### src/rtl/urv_dm_wb_bridge_pkg.sv
// Shared definitions for the uRV data-memory to Wishbone bridge.
// Holds the FSM state encoding, the default watchdog limit and a counter-width helper.
package urv_dm_wb_bridge_pkg;

  typedef enum logic [1:0] {
    DmbIdle,
    DmbIssue,
    DmbWait
  } dmb_state_e;

  localparam int unsigned DmbTimeoutDefault = 255;

  // Watchdog counter width; a disabled watchdog still gets a 1-bit counter.
  function automatic int unsigned dmb_cnt_width(input int unsigned timeout_cycles);
    return (timeout_cycles == 0) ? 1 : $clog2(timeout_cycles + 1);
  endfunction

endpackage

### src/rtl/urv_dm_wb_bridge.sv
// uRV data-memory responder: runs each CPU load/store as one pipelined single-beat
// Wishbone B4 cycle, with optional posted writes and a bus timeout watchdog.
module urv_dm_wb_bridge
  import urv_dm_wb_bridge_pkg::*;
#(
  parameter int unsigned g_posted_writes  = 1,
  parameter int unsigned g_timeout_cycles = DmbTimeoutDefault
) (
  input  logic        clk_i,
  input  logic        rst_n_i,
  input  logic [31:0] dm_addr_i,
  input  logic [31:0] dm_data_s_i,
  input  logic [3:0]  dm_data_select_i,
  input  logic        dm_load_i,
  input  logic        dm_store_i,
  output logic        dm_ready_o,
  output logic [31:0] dm_data_l_o,
  output logic        dm_load_done_o,
  output logic        dm_store_done_o,
  output logic        dm_bus_error_o,
  output logic        wb_cyc_o,
  output logic        wb_stb_o,
  output logic        wb_we_o,
  output logic [31:0] wb_adr_o,
  output logic [31:0] wb_dat_o,
  output logic [3:0]  wb_sel_o,
  input  logic [31:0] wb_dat_i,
  input  logic        wb_ack_i,
  input  logic        wb_err_i,
  input  logic        wb_stall_i
);

  localparam int unsigned      CntW   = dmb_cnt_width(g_timeout_cycles);
  localparam logic [CntW-1:0]  CntMax = CntW'(g_timeout_cycles);
  localparam logic [CntW-1:0]  CntHit = CntW'(g_timeout_cycles - 1);
  localparam bit               Posted = (g_posted_writes != 0);
  localparam bit               WdogEn = (g_timeout_cycles != 0);

  dmb_state_e       state_q, state_d;
  logic [31:2]      adr_q, adr_d;
  logic [31:0]      dat_q, dat_d;
  logic [3:0]       sel_q, sel_d;
  logic             we_q, we_d;
  logic [CntW-1:0]  cnt_q, cnt_d;
  logic             load_done_q, load_done_d;
  logic             store_done_q, store_done_d;
  logic             bus_err_q, bus_err_d;
  logic [31:0]      data_l_q, data_l_d;

  logic             timeout_hit;
  logic             finish;
  logic             failed;
  logic             unused_addr_lsb;

  assign unused_addr_lsb = ^dm_addr_i[1:0];

  always_comb begin
    state_d      = state_q;
    adr_d        = adr_q;
    dat_d        = dat_q;
    sel_d        = sel_q;
    we_d         = we_q;
    cnt_d        = cnt_q;
    load_done_d  = 1'b0;
    store_done_d = 1'b0;
    bus_err_d    = 1'b0;
    data_l_d     = data_l_q;
    finish       = 1'b0;
    failed       = 1'b0;
    timeout_hit  = WdogEn && (cnt_q == CntHit);

    unique case (state_q)
      DmbIdle: begin
        if (dm_load_i || dm_store_i) begin
          adr_d   = dm_addr_i[31:2];
          dat_d   = dm_data_s_i;
          sel_d   = dm_data_select_i;
          we_d    = !dm_load_i;  // load wins when both strobes are high
          cnt_d   = '0;
          state_d = DmbIssue;
          if (!dm_load_i && Posted) store_done_d = 1'b1;
        end
      end
      DmbIssue: begin
        if (wb_ack_i || wb_err_i || timeout_hit) begin
          finish = 1'b1;
        end else if (!wb_stall_i) begin
          state_d = DmbWait;
        end
      end
      DmbWait: begin
        if (wb_ack_i || wb_err_i || timeout_hit) finish = 1'b1;
      end
      default: state_d = DmbIdle;
    endcase

    if (state_q != DmbIdle && cnt_q != CntMax) cnt_d = cnt_q + CntW'(1);

    if (finish) begin
      state_d = DmbIdle;
      failed  = !wb_ack_i;  // an ack beats both err and watchdog expiry
      if (!we_q) begin
        load_done_d = 1'b1;
        data_l_d    = wb_ack_i ? wb_dat_i : '0;
        bus_err_d   = failed;
      end else begin
        // Posted stores were already completed; only the error is reported late.
        store_done_d = !Posted;
        bus_err_d    = failed;
      end
    end
  end

  always_ff @(posedge clk_i) begin
    if (!rst_n_i) begin
      state_q      <= DmbIdle;
      adr_q        <= '0;
      dat_q        <= '0;
      sel_q        <= '0;
      we_q         <= 1'b0;
      cnt_q        <= '0;
      load_done_q  <= 1'b0;
      store_done_q <= 1'b0;
      bus_err_q    <= 1'b0;
      data_l_q     <= '0;
    end else begin
      state_q      <= state_d;
      adr_q        <= adr_d;
      dat_q        <= dat_d;
      sel_q        <= sel_d;
      we_q         <= we_d;
      cnt_q        <= cnt_d;
      load_done_q  <= load_done_d;
      store_done_q <= store_done_d;
      bus_err_q    <= bus_err_d;
      data_l_q     <= data_l_d;
    end
  end

  assign dm_ready_o      = (state_q == DmbIdle);
  assign dm_data_l_o     = data_l_q;
  assign dm_load_done_o  = load_done_q;
  assign dm_store_done_o = store_done_q;
  assign dm_bus_error_o  = bus_err_q;
  assign wb_cyc_o        = (state_q != DmbIdle);
  assign wb_stb_o        = (state_q == DmbIssue);
  assign wb_we_o         = we_q;
  assign wb_adr_o        = {adr_q, 2'b00};
  assign wb_dat_o        = dat_q;
  assign wb_sel_o        = sel_q;

endmodule

### config.mk
export PLATFORM = sky130hd
export DESIGN_NAME = urv_dm_wb_bridge
export DESIGN_NICKNAME = d
export VERILOG_FILES = /design/src/rtl/urv_dm_wb_bridge_pkg.sv /design/src/rtl/urv_dm_wb_bridge.sv
export SDC_FILE = /design/constraint.sdc
export NUM_CORES = 1
export LEC_CHECK = 0
export ABC_AREA = 1
export CELL_PAD_IN_SITES_DETAIL_PLACEMENT = 1
export CELL_PAD_IN_SITES_GLOBAL_PLACEMENT = 2
export CORE_MARGIN = 2
export CORE_UTILIZATION = 24
export DETAILED_ROUTE_END_ITERATION = 7
export HOLD_SLACK_MARGIN = 0.03
export PLACE_DENSITY_LB_ADDON = 0.1
export SLEW_MARGIN = 15
export SYNTH_ARGS = -nofsm -noshare
export SYNTH_HDL_FRONTEND = slang
export SYNTH_SLANG_ARGS = --single-unit
### constraint.sdc
create_clock -name clk_i -period 2.2 [get_ports clk_i]
set_input_delay 0.44 -clock clk_i [delete_from_list [all_inputs] [get_ports clk_i]]
set_output_delay 0.44 -clock clk_i [all_outputs]
set_load 0.01 [all_outputs]
==> reports/results.ini, run 1 <==
[status]
status = finished, violations left
violations = DRC

[timing]
worst_pin_slew_ns = 0.664
relSlewSlack_pct = 55.8
setup_viol = 0
post-route-min-period_ns = 2.09
rsz0062_at_grt = no
slew_violations = 0
fin_setup_tns_ns = 0
setup_ws_ns = 0.106
finClkSkew_ns = 0.00645
hold_violations = 0
finalCritPeriodShare_pct = 95.2
fmax_mhz = 478

[setup_path]
critPathCapture = dm_ready_o
cp.arrival_ns = 1.65
regToRegEndpoint = adr_q[14]
rrSetupSlack_ns = 0.49
critPathKind = reg -> out
start_kind = flop
critPathCaptureType = output port
r2r_start = state_q[0]
required_ns = 1.76
crit_fanout = 5
reg2regPathDepth = 7
critPathLaunch = state_q[0]

[clock_network]
numClockSinks = 112
cts_tree = done
clk_pin_slew_ns = 0.08
cts_hold_buffers = 0
htree_levels = 3
cts_setup_buffers = 0
clk-insertion-delay-late_ns = 0.35
numCtsBuffers = 9
clockRootBuffer = clkbuf_16
cts.path.max_buffers = 2

[floorplanning]
fp-row-count = 49
initial_utilization_pct = 24.6
ios = 214
die_x_um = 140
die_y_um = 140
die_area_um2 = 19600
core_area_um2 = 18100

[global_routing]
grt_pass1_vias = 4478
grt_max_degree = 71
grt_pass1_wl_mm = 23.2
overflow = 0
antenna_found_initial = 0
grt_use_total_pct = 14.7

[drt]
ant_nets = 0
wire_per_inst_um = 15.0
routed_wl_mm = 14.5
drc = 9
avgViaCountPerCell = 4.42
vias = 4278
drtIter0Drc = 146
dr.pass1.iters = 8

[cells_and_area]
syn_to_final_growth_pct = 58.0
final_cell_mix = clkdlybuf4s50_1 (207), nor2_1 (142), dfxtp_1 (112)
layout.nets = 846
drive_above_1_share_pct = 11.2
antenna_cells = 0
final_common_cell = clkdlybuf4s50_1

[logic_synthesis]
synth_seq_cells = 112
ys_types = 31
ys_seq_area_share_pct = 50.5
syn_inst = 540
synth_area_um2 = 4440
avgSynthCellArea_um2 = 8.23
ys_warn_count = 0

[power]
peakVddDrop_mv = 0.470
p_leak_nw = 2.69
power_density_nw_per_um2 = 955

[placed_design]
port_buffers = 209
gp_congestion = 0.722
dp_hpwl_mm = 10.3
dp_slack_ns = 0.205

[hold_path]
hold_class = in -> reg

[job]
drv_cap = 0

[power by group]
group | internal [mW] | switching, mW | total (mW) | leakage (nW)
Sequential | 2.39 | 0.181 | 2.57 | 0.923
Clock | 1.03 | 0.777 | 1.81 | 0.152
Combinational | 1.11 | 1.21 | 2.32 | 1.61
Total | 4.53 | 2.17 | 6.70 | 2.69
[synthesized netlist by cell type]
cell | instances | area [um2]
nor3_1 | 1 | 5.00
buf_2 | 4 | 20.0
o21bai_1 | 1 | 7.51
nand2_4 | 1 | 11.3
nand2_2 | 3 | 18.8
buf_6 | 10 | 113
buf_4 | 5 | 37.5
o21ai_0 | 71 | 355
clkbuf_2 | 1 | 5.00
buf_1 | 1 | 3.75
nand2_1 | 53 | 199
nand3_1 | 29 | 145
nor2_2 | 2 | 12.5
nor2_1 | 142 | 533
o21ai_2 | 29 | 254
nand3_2 | 11 | 110
nor2_4 | 1 | 11.3
o21ai_1 | 4 | 20.0
nand4_4 | 1 | 21.3
inv_2 | 4 | 15.0
or2_2 | 3 | 18.8
a21oi_1 | 11 | 55.1
a21oi_4 | 1 | 16.3
clkbuf_1 | 16 | 60.1
o31ai_1 | 1 | 7.51
conb_1 | 1 | 3.75
inv_1 | 14 | 52.6
nor2_8 | 1 | 20.0
dfxtp_1 | 112 | 2240
ha_1 | 5 | 62.6
nand4_1 | 1 | 6.26
[repair_timing]
item / in CTS / in global routing
endpoints found under the hold margin: 0 / 0
endpoints found under the setup margin: 1 / 0
resized for setup: 1 / 0
[metal layers]
layer	track usage, %	wire length, um	vias to the layer above
li1	-	-	2127
met1	16.1	5870	2032
met2	26.3	7240	114
met3	6.91	1310	5
met4	2.45	102	0
met5	0	0	-
[stage by stage]
stage	hold WS, ns	util, %	cells	cell area (um2)	total power, mW
after floorplan	0.447	-	541	4450	3.78
after global placement	0.457	37.0	952	6700	4.93
after detailed placement	0.462	37.0	952	6700	4.99
after CTS	0.373	38.8	968	7020	6.85
after global routing	0.409	38.8	968	7020	7.14
final	0.384	38.8	968	7020	6.70
[critical path, stage by stage (launching register included)]
cell and delay [ns]:
dfxtp_1 0.32, inv_1 0.11, ha_1 0.27, clkdlybuf4s50_1 0.61
[state kept, by name, indices dropped and copies added, names as in the netlist]
register / flops
adr_q: 30
wb_we_o: 1
wb_dat_o: 32
dm_bus_error_o: 1
dm_store_done_o: 1
wb_sel_o: 4
state_q: 2
cnt_q: 8
dm_data_l_o: 32
dm_load_done_o: 1
[cell families after synthesis]
family / Yosys count / share of synthesized area [%]
compound gates: 118 / 16.1
fa+ha+maj: 5 / 1.41
buf+inv: 55 / 6.90
flops: 112 / 50.5
other cells: 1 / 0.0844
simple gates: 249 / 25.0
[layout make-up]
| type | count | area, um2 |
|---|---|---|
| Fill cell | 2100 | 11100 |
| Tap cell | 229 | 287 |
| Sequential cell | 112 | 2240 |
| Multi-Input combinational cell | 374 | 1900 |
| Inverter | 18 | 67.6 |
| Clock buffer | 11 | 243 |
| Timing Repair Buffer | 219 | 2200 |
| Clock inverter | 5 | 80.1 |
[how the worst min path moves through the flow]
stage | cells after the start | slack [ns] | to | startpoint
after detailed placement | 2 | 0.46 | dm_data_l_o[23] | dm_data_l_o[23]
after global placement | 2 | 0.46 | dm_data_l_o[29] | dm_data_l_o[29]
after global routing | 3 | 0.41 | cnt_q[0] | rst_n_i
after CTS | 3 | 0.37 | cnt_q[0] | rst_n_i
final | 3 | 0.38 | cnt_q[0] | rst_n_i
after floorplan | 2 | 0.45 | cnt_q[7] | cnt_q[7]
(Power assumes the default switching activity.)
==> run 2, diff against run 1 <==
CORE_UTILIZATION = 30   (was 24)
DONT_BUFFER_PORTS = 1   (was not set)
PLACE_DENSITY = 0.7   (was not set)
PLACE_DENSITY_LB_ADDON = not set   (was 0.1)
clock period = 2 ns   (was 2.2 ns; I/O delays follow)
==> run 2 against run 1 <==
  * Sequential power rose by 21%
  * Global-route usage rose by 0.45 points
  * Utilization fell by 5.7 points
  * Highest routed layer unchanged
  * Flip-flop and latch count did not move
  * Sequential share of layout area rose by 15 points
  * The run now ends clean
  * Via count fell by 18%
  * Register-to-register slack got worse by 0.29 ns
  * Hold slack got worse by 0.25 ns
  * Clock skew rose by 0.0026 ns
  * Final area fell by 32%
==> reports/results.ini, run 2 (same netlist as run 1, synthesis figures left out) <==
[global_routing]
grt_pass1_vias = 3713  ; was 4478
grt_pass1_wl_mm = 19.3  ; was 23.2 mm
antenna_found_initial = 0  ; unchanged
grt_use_total_pct = 15.1  ; was 14.7%
grt_max_degree = 107  ; was 71
overflow = 0  ; unchanged

[cells_and_area]
layout.nets = 635  ; was 846
nFillCells = 1731  ; was 2100
syn_to_final_growth_pct = 7.72  ; was 58.0%
multiInputGateArea_um2 = 1900  ; unchanged
layoutNonFillerInstCount = 711  ; was 968
final_cell_mix = nor2_1 (142), dfxtp_1 (112), o21ai_0 (71)  ; was clkdlybuf4s50_1 (207), nor2_1 (142), dfxtp_1 (112)
drive_above_1_share_pct = 15.0  ; was 11.2%
regArea_um2 = 2240  ; unchanged
antenna_cells = 0  ; unchanged
final_common_cell = nor2_1  ; was clkdlybuf4s50_1

[status]
status = finished clean  ; was finished, violations left

[hold_path]
hp-start = wb_ack_i  ; was rst_n_i
hold_class = in -> reg  ; unchanged
min_path_cells = 1  ; was 3
hold_end = dm_bus_error_o  ; was cnt_q[0]

[power]
p_leak_nw = 1.85  ; was 2.69 nW
p_int_mw = 3.89  ; was 4.53 mW
p_sw_share_pct = 35.7  ; was 32.3%
p_switching_mw = 2.16  ; was 2.17 mW
power_density_nw_per_um2 = 1260  ; was 955 nW/um2
peakVddDrop_mv = 0.653  ; was 0.470 mV
pwr-share-comb_pct = 20.9  ; was 34.6%
seqPwrFrac_pct = 51.2  ; was 38.4%
p_clk_share_pct = 27.8  ; was 27.0%

[floorplanning]
die_y_um = 126  ; was 140 um
ios = 214  ; unchanged
initial_utilization_pct = 30.7  ; was 24.6%
die_x_um = 126  ; was 140 um
fp-row-count = 44  ; was 49
core_area_um2 = 14500  ; was 18100 um2
die_area_um2 = 15800  ; was 19600 um2

[clock_network]
clockRootBuffer = clkbuf_16  ; unchanged
cts_setup_buffers = 0  ; unchanged
clk_pin_slew_ns = 0.07  ; was 0.08 ns
cts_resized = 0  ; was 1
cts_hold_buffers = 0  ; unchanged
cts.path.max_buffers = 2  ; unchanged
clk-insertion-delay-late_ns = 0.35  ; about the same
cts_tree = done  ; unchanged
htree_levels = 3  ; unchanged
numCtsBuffers = 9  ; unchanged
numClockSinks = 112  ; unchanged

[timing]
post-route-min-period_ns = 1.80
fin_setup_tns_ns = 0  ; unchanged
slew_violations = 0  ; unchanged
fmax_mhz = 557
setup_ws_ns = 0.205  ; was 0.106 ns
finalCritPeriodShare_pct = 89.8
finClkSkew_ns = 0.00902  ; was 0.00645 ns
hold_violations = 0  ; unchanged
setup_viol = 0  ; unchanged
rsz0062_at_grt = no  ; unchanged

[setup_path]
r2r_start = state_q[0]  ; unchanged
reg2regPathDepth = 8  ; was 7
critPathCaptureType = flop  ; was output port
critPathKind = reg -> reg  ; was reg -> out
start_kind = flop  ; unchanged
crit_fanout = 32  ; was 5
required_ns = 2.24  ; was 1.76 ns
regToRegEndpoint = cnt_q[6]  ; was adr_q[14]
slowest_delay_ns = 0.34  ; was 0.61 ns
rrSetupSlack_ns = 0.20  ; was 0.49 ns
cp.arrival_ns = 2.04  ; was 1.65 ns
crit_path_top_delay_cell = ha_1  ; was clkdlybuf4s50_1
path_common_cell = inv_2
crit_chain = inv_1 -> ha_1 -> inv_2 -> a21oi_4 -> inv_2 -> buf_4 -> a21oi_1 -> nor2_1  ; was inv_1 -> ha_1 -> clkdlybuf4s50_1

[drt]
wire_per_inst_um = 16.7  ; was 15.0 um
drc = 0  ; was 9
drtIter0Drc = 145  ; was 146
routed_wl_mm = 11.9  ; was 14.5 mm
avgViaCountPerCell = 4.93  ; was 4.42
vias = 3502  ; was 4278
dr.pass1.iters = 4  ; was 8
ant_nets = 0  ; unchanged

[placed_design]
placed_cells = 696  ; was 952
dp_slack_ns = 0.180  ; was 0.205 ns
gp_congestion = 0.744  ; was 0.722
dp_hpwl_mm = 8.29  ; was 10.3 mm
port_buffers = 0  ; was 209

[job]
drv_cap = 0  ; unchanged

-- run 2: layout make-up --
cell class,count,area share [%]
repair buffers,8,1.59
well taps,184,4.81
clock buffers,10,4.78
multi-input cells,374,39.7
inverters,18,1.41
flip-flops and latches,112,46.8
clock inverters,5,0.889
-- run 2: how the worst max path moves through the flow --
stage	startpoint	end	slack [ns]	cells past startpoint
2_1_floorplan	state_q[0]	adr_q[22]	0.46	9
3_3_place_gp	state_q[0]	cnt_q[6]	0.20	8
3_5_place_dp	state_q[0]	wb_dat_o[26]	0.18	8
4_1_cts	state_q[0]	wb_dat_o[18]	0.17	7
5_1_grt	state_q[0]	wb_dat_o[26]	0.03	8
6_report	state_q[0]	cnt_q[6]	0.20	8
-- run 2: through the flow --
step | hold WS, ns | power [mW] | instance area, um2 | util, %
2_1_floorplan | 0.447 | 4.16 | 4450 | -
3_3_place_gp | 0.469 | 4.38 | 4510 | 31.2
3_5_place_dp | 0.469 | 4.45 | 4510 | 31.2
4_1_cts | 0.104 | 6.19 | 4780 | 33.0
5_1_grt | 0.106 | 6.50 | 4790 | 33.1
6_report | 0.135 | 6.05 | 4790 | 33.1
-- run 2: power groups by stage --
stage / clock (mW) / combinational [mW] / sequential [mW]
after floorplan: 0 / 1.12 / 3.04
after CTS: 1.78 / 1.29 / 3.11
after global placement: 0 / 1.23 / 3.15
after detailed placement: 0 / 1.29 / 3.16
after global routing: 1.87 / 1.48 / 3.15
final: 1.69 / 1.27 / 3.10
-- run 2: layer usage --
metal	vias up	track usage, %	part of all wire [%]
li1	1709	-	-
met5	-	0	0
met3	15	7.22	9.2
met4	0	4.71	2.1
met1	1643	17.0	40
met2	135	25.4	49
-- run 2: worst max-delay path: cells and delay by family (launching register included) --
family                   cells  cell delay, ns
buffers and inverters        4            0.55
AO/OA/AOI/OAI                2            0.43
adder cells (fa/ha/maj)      1            0.34
flip-flops                   1            0.32
AND/OR/NAND/NOR              1            0.05
==> variant 1 (flow settings as in run 2) <==
Encoding of `dmb_state_e`: now one-hot (3 bits for 3 states).
--- a/src/rtl/urv_dm_wb_bridge_pkg.sv
+++ b/src/rtl/urv_dm_wb_bridge_pkg.sv
@@ -2,10 +2,10 @@
 // Holds the FSM state encoding, the default watchdog limit and a counter-width helper.
 package urv_dm_wb_bridge_pkg;
 
-  typedef enum logic [1:0] {
-    DmbIdle,
-    DmbIssue,
-    DmbWait
+  typedef enum logic [2:0] {
+    DmbIdle  = 3'b001,
+    DmbIssue = 3'b010,
+    DmbWait  = 3'b100
   } dmb_state_e;
 
   localparam int unsigned DmbTimeoutDefault = 255;
Behaviour: no difference found for any inputs over 10 cycles, from zero or initial values and one cycle with rst_n_i low; not proved beyond that.
==> variant 1 against run 2 <==
  * Total power grew 24%
  * Die area rose by 2.6%
  * Cell area rose by 9.4%
  * Area after synthesis increased by 2.7%
  * Combinational power fell by 6%
  * Sequential cell count grew 1
  * Non-clock buffer count is 4 lower
  * Setup slack improved by 0.18 ns
  * Routed wire length is 6.1% higher
  * Critical path type unchanged
  * Highest routed layer unchanged
==> variant 1: results (changes against run 2) <==
all-layer global routing usage -> 15.7% (was 15.1%)
Cell variety after synth -> 30 (was 31)
first-pass GRT wire length -> 20.3 mm (was 19.3 mm)
WL met1 -> 5.31 mm (was 4.73 mm)
clock skew -> 0.00548 ns (was 0.00902 ns)
metal3 WL -> 1.10 mm (about the same)
Vias/cell -> 4.72 (was 4.93)
met2 routed wirelength -> 6.05 mm (was 5.83 mm)
status -> finished, final reports clean (unchanged)
ranking of synthesized cells by area -> dfxtp_1 (50%), nor2_1 (12%), nand2_1 (10%) (was dfxtp_1 (50%), nor2_1 (12%), o21ai_0 (8.0%))
sequential share of the synthesized area -> 49.6% (was 50.5%)
reg2reg path depth -> 10 (was 8)
Final Non-Filler Cells -> 803 (was 711)
register-to-register setup slack -> 0.38 ns (was 0.20 ns)
Max VDD drop -> 0.547 mV (was 0.653 mV)
nets -> 711 (was 635)
Commonest cells post-synth -> nor2_1 (146), nand2_1 (124), dfxtp_1 (113) (was nor2_1 (142), dfxtp_1 (112), o21ai_0 (71))
clk_lat worst skew -> 0.40 ns (was 0.35 ns)
Setup crit start -> cnt_q[0] (was state_q[0])
met1 global-route usage -> 17.5% (was 17.0%)
H-tree depth -> 4 (was 3)
DRT iter0 DRCs -> 101 (was 145)
DP HPWL -> 8.23 mm (was 8.29 mm)
largest net degree at the start of global routing -> 109 (was 107)
CP endpoint -> dm_data_l_o[27] (was cnt_q[6])
fmax -> 619 MHz (was 557 MHz)
Inst Count DP -> 770 (was 696)
Pleak -> 2.37 nW (was 1.85 nW)
Clock Pin Slew Worst Setup and Hold Paths -> 0.05 ns (was 0.07 ns)
## variant 1: through the flow
stage | cell area, µm² | power [mW] | hold slack, ns | worst slack [ns]
finish | 5230 | 7.48 | 0.0884 | 0.384
global route | 5230 | 7.97 | 0.0538 | 0.149
CTS | 5210 | 7.60 | 0.0499 | 0.123
detailed placement | 4600 | 4.42 | 0.489 | 0.139
global placement | 4600 | 4.33 | 0.480 | 0.235
floorplan | 4570 | 4.17 | 0.465 | 0.693
## variant 1: layout make-up
class	instances	area (µm²)	area share (%)
Inverter	51	191	3.66
Multi-Input combinational cell	415	1870	35.8
Clock buffer	23	488	9.32
Tap cell	188	235	4.49
Clock inverter	9	129	2.46
Timing Repair Buffer	4	55.1	1.05
Sequential cell	113	2260	43.2
## variant 1: where the power goes
| group | leakage (nW) | internal, mW | switching [mW] |
|---|---|---|---|
| sequential | 0.928 | 2.68 | 0.474 |
| combinational | 1.14 | 0.370 | 0.828 |
| clock | 0.299 | 2.09 | 1.04 |
| total | 2.37 | 5.13 | 2.35 |
## variant 1: kinds of logic (layout without fill, tap and decap cells)
kind of cell             after synthesis  after routing  share of synthesized area [%]
AO/OA/AOI/OAI                        113            113                           13.4
XOR/XNOR                               1              1                          0.192
adder cells (fa/ha/maj)                2              2                          0.548
buffers and inverters                 90             87                           9.93
flip-flops                           113            113                           49.6
other                                  1              2                         0.0822
AND/OR/NAND/NOR                      296            297                           26.3
## variant 1: worst max-delay path: stages (launching register included)
cell     delay, ns
dfxtp_1       0.38
inv_1         0.09
ha_1          0.20
inv_1         0.05
nor2_1        0.04
nand2_2       0.07
nand2_4       0.10
nand3_2       0.08
buf_4         0.33
nand2_1       0.11
o21ai_1       0.08
==> variant 2 (settings of run 2) <==
Made on the original files. The package constant `DmbTimeoutDefault` goes from 255 to 510.
--- a/src/rtl/urv_dm_wb_bridge_pkg.sv
+++ b/src/rtl/urv_dm_wb_bridge_pkg.sv
@@ -8,7 +8,7 @@
     DmbWait
   } dmb_state_e;
 
-  localparam int unsigned DmbTimeoutDefault = 255;
+  localparam int unsigned DmbTimeoutDefault = 510;
 
   // Watchdog counter width; a disabled watchdog still gets a 1-bit counter.
   function automatic int unsigned dmb_cnt_width(input int unsigned timeout_cycles);
Check against the original RTL: same outputs for any inputs over 10 cycles, from zero or initial values and one cycle with rst_n_i low; that may be too few to reach the edited logic, so the function may still have changed.
==> variant 2 against run 2 <==
  * Routed wire length decreased by 0.26%
  * Area after synthesis unchanged
  * Total power grew 23%
  * Largest power group unchanged
  * Setup slack worse by 0.040 ns
  * Sequential cell count increased by 1
  * Via count rose by 3.2%
  * Highest routed layer unchanged
  * Maximum frequency decreased by 2.2%
  * Largest cell class unchanged
  * Cell area up 7.3%
  * Critical path type is now flop to primary output
==> variant 2: results (changes against run 2) <==
status -> finished, final reports clean (unchanged)
GR Layer Usage met2 -> 25.0% (was 25.4%)
GPL Wtd Cong -> 0.741 (was 0.744)
sequential share of the synthesized area -> 50.9% (was 50.5%)
met1 global-route usage -> 16.8% (was 17.0%)
Post-Synth Adder-Cell Area -> 1.69% (was 1.41%)
Num CTS Buffers -> 17 (was 9)
WL met1 -> 4.84 mm (was 4.73 mm)
Post-Route WL -> 11.9 mm (about the same)
area post-placement -> 4520 µm² (was 4510 µm²)
first-pass GRT wire length -> 19.5 mm (was 19.3 mm)
met3 Use GR -> 8.28% (was 7.22%)
DP HPWL -> 8.14 mm (was 8.29 mm)
layout cells sized above 1 -> 13.7% (was 15.0%)
# fillers -> 1,734 (was 1,731)
initial antenna violation count -> 1 (was 0)
metal3 WL -> 1.35 mm (was 1.10 mm)
ranking of synthesized cells by area -> dfxtp_1 (51%), nor2_1 (12%), o21ai_0 (8.2%) (was dfxtp_1 (50%), nor2_1 (12%), o21ai_0 (8.0%))
Clock Pin Slew Worst Setup and Hold Paths -> 0.05 ns (was 0.07 ns)
DRT iter0 DRCs -> 143 (was 145)
nets -> 654 (was 635)
met2 routed wirelength -> 5.43 mm (was 5.83 mm)
clock skew -> 0.00664 ns (was 0.00902 ns)
Max VDD drop -> 0.536 mV (was 0.653 mV)
Vias/cell -> 4.90 (was 4.93)
## variant 2: changes by cell type in the layout (fill, tap and decap cells not counted), moves of 3 or more
cell | run 2 | this run
inv_1 | 14 | 17
clkbuf_8 | 0 | 6
o21ai_1 | 4 | 1
inv_2 | 4 | 1
nand3_1 | 29 | 47
nand3_2 | 11 | 0
clkbuf_16 | 9 | 17
nand2_1 | 53 | 56
## variant 2: final cells by class
class | count | area [µm²] | area share, %
clock inverters | 8 | 101 | 1.97
well taps | 184 | 230 | 4.48
flip-flops and latches | 113 | 2260 | 44.1
multi-input cells | 384 | 1890 | 36.8
clock buffers | 23 | 508 | 9.89
diodes | 1 | 2.50 | 0.0487
repair buffers | 6 | 70.1 | 1.36
inverters | 19 | 71.3 | 1.39
## variant 2: through the flow
stage	util (%)	std cells	setup slack, ns
after detailed placement	31.2	706	0.225
after global routing	35.4	737	0.0356
final	35.5	738	0.164
after global placement	31.2	706	0.264
after CTS	35.4	737	0.121
after floorplan	-	555	0.544
## variant 2: worst max-delay path: stages, from the launching register on
cell and delay [ns]:
dfxtp_1 0.31, inv_1 0.10, ha_1 0.36, inv_1 0.10, buf_4 0.17
## variant 2: worst paths after layout
path	endpoint	slack [ns]	cells past startpoint
setup / recovery	wb_cyc_o	0.16	4
hold / removal	dm_bus_error_o	0.08	1
setup reg to reg	dm_data_l_o[20]	0.24	8
hold reg to reg	cnt_q[2]	0.51	2
## variant 2: power by group
part           switching (mW)  leakage, nW  internal, mW
Combinational           0.858        0.817         0.408
Clock                    1.01        0.293          2.02
Sequential              0.471        0.931          2.66
Total                    2.34         2.04          5.08
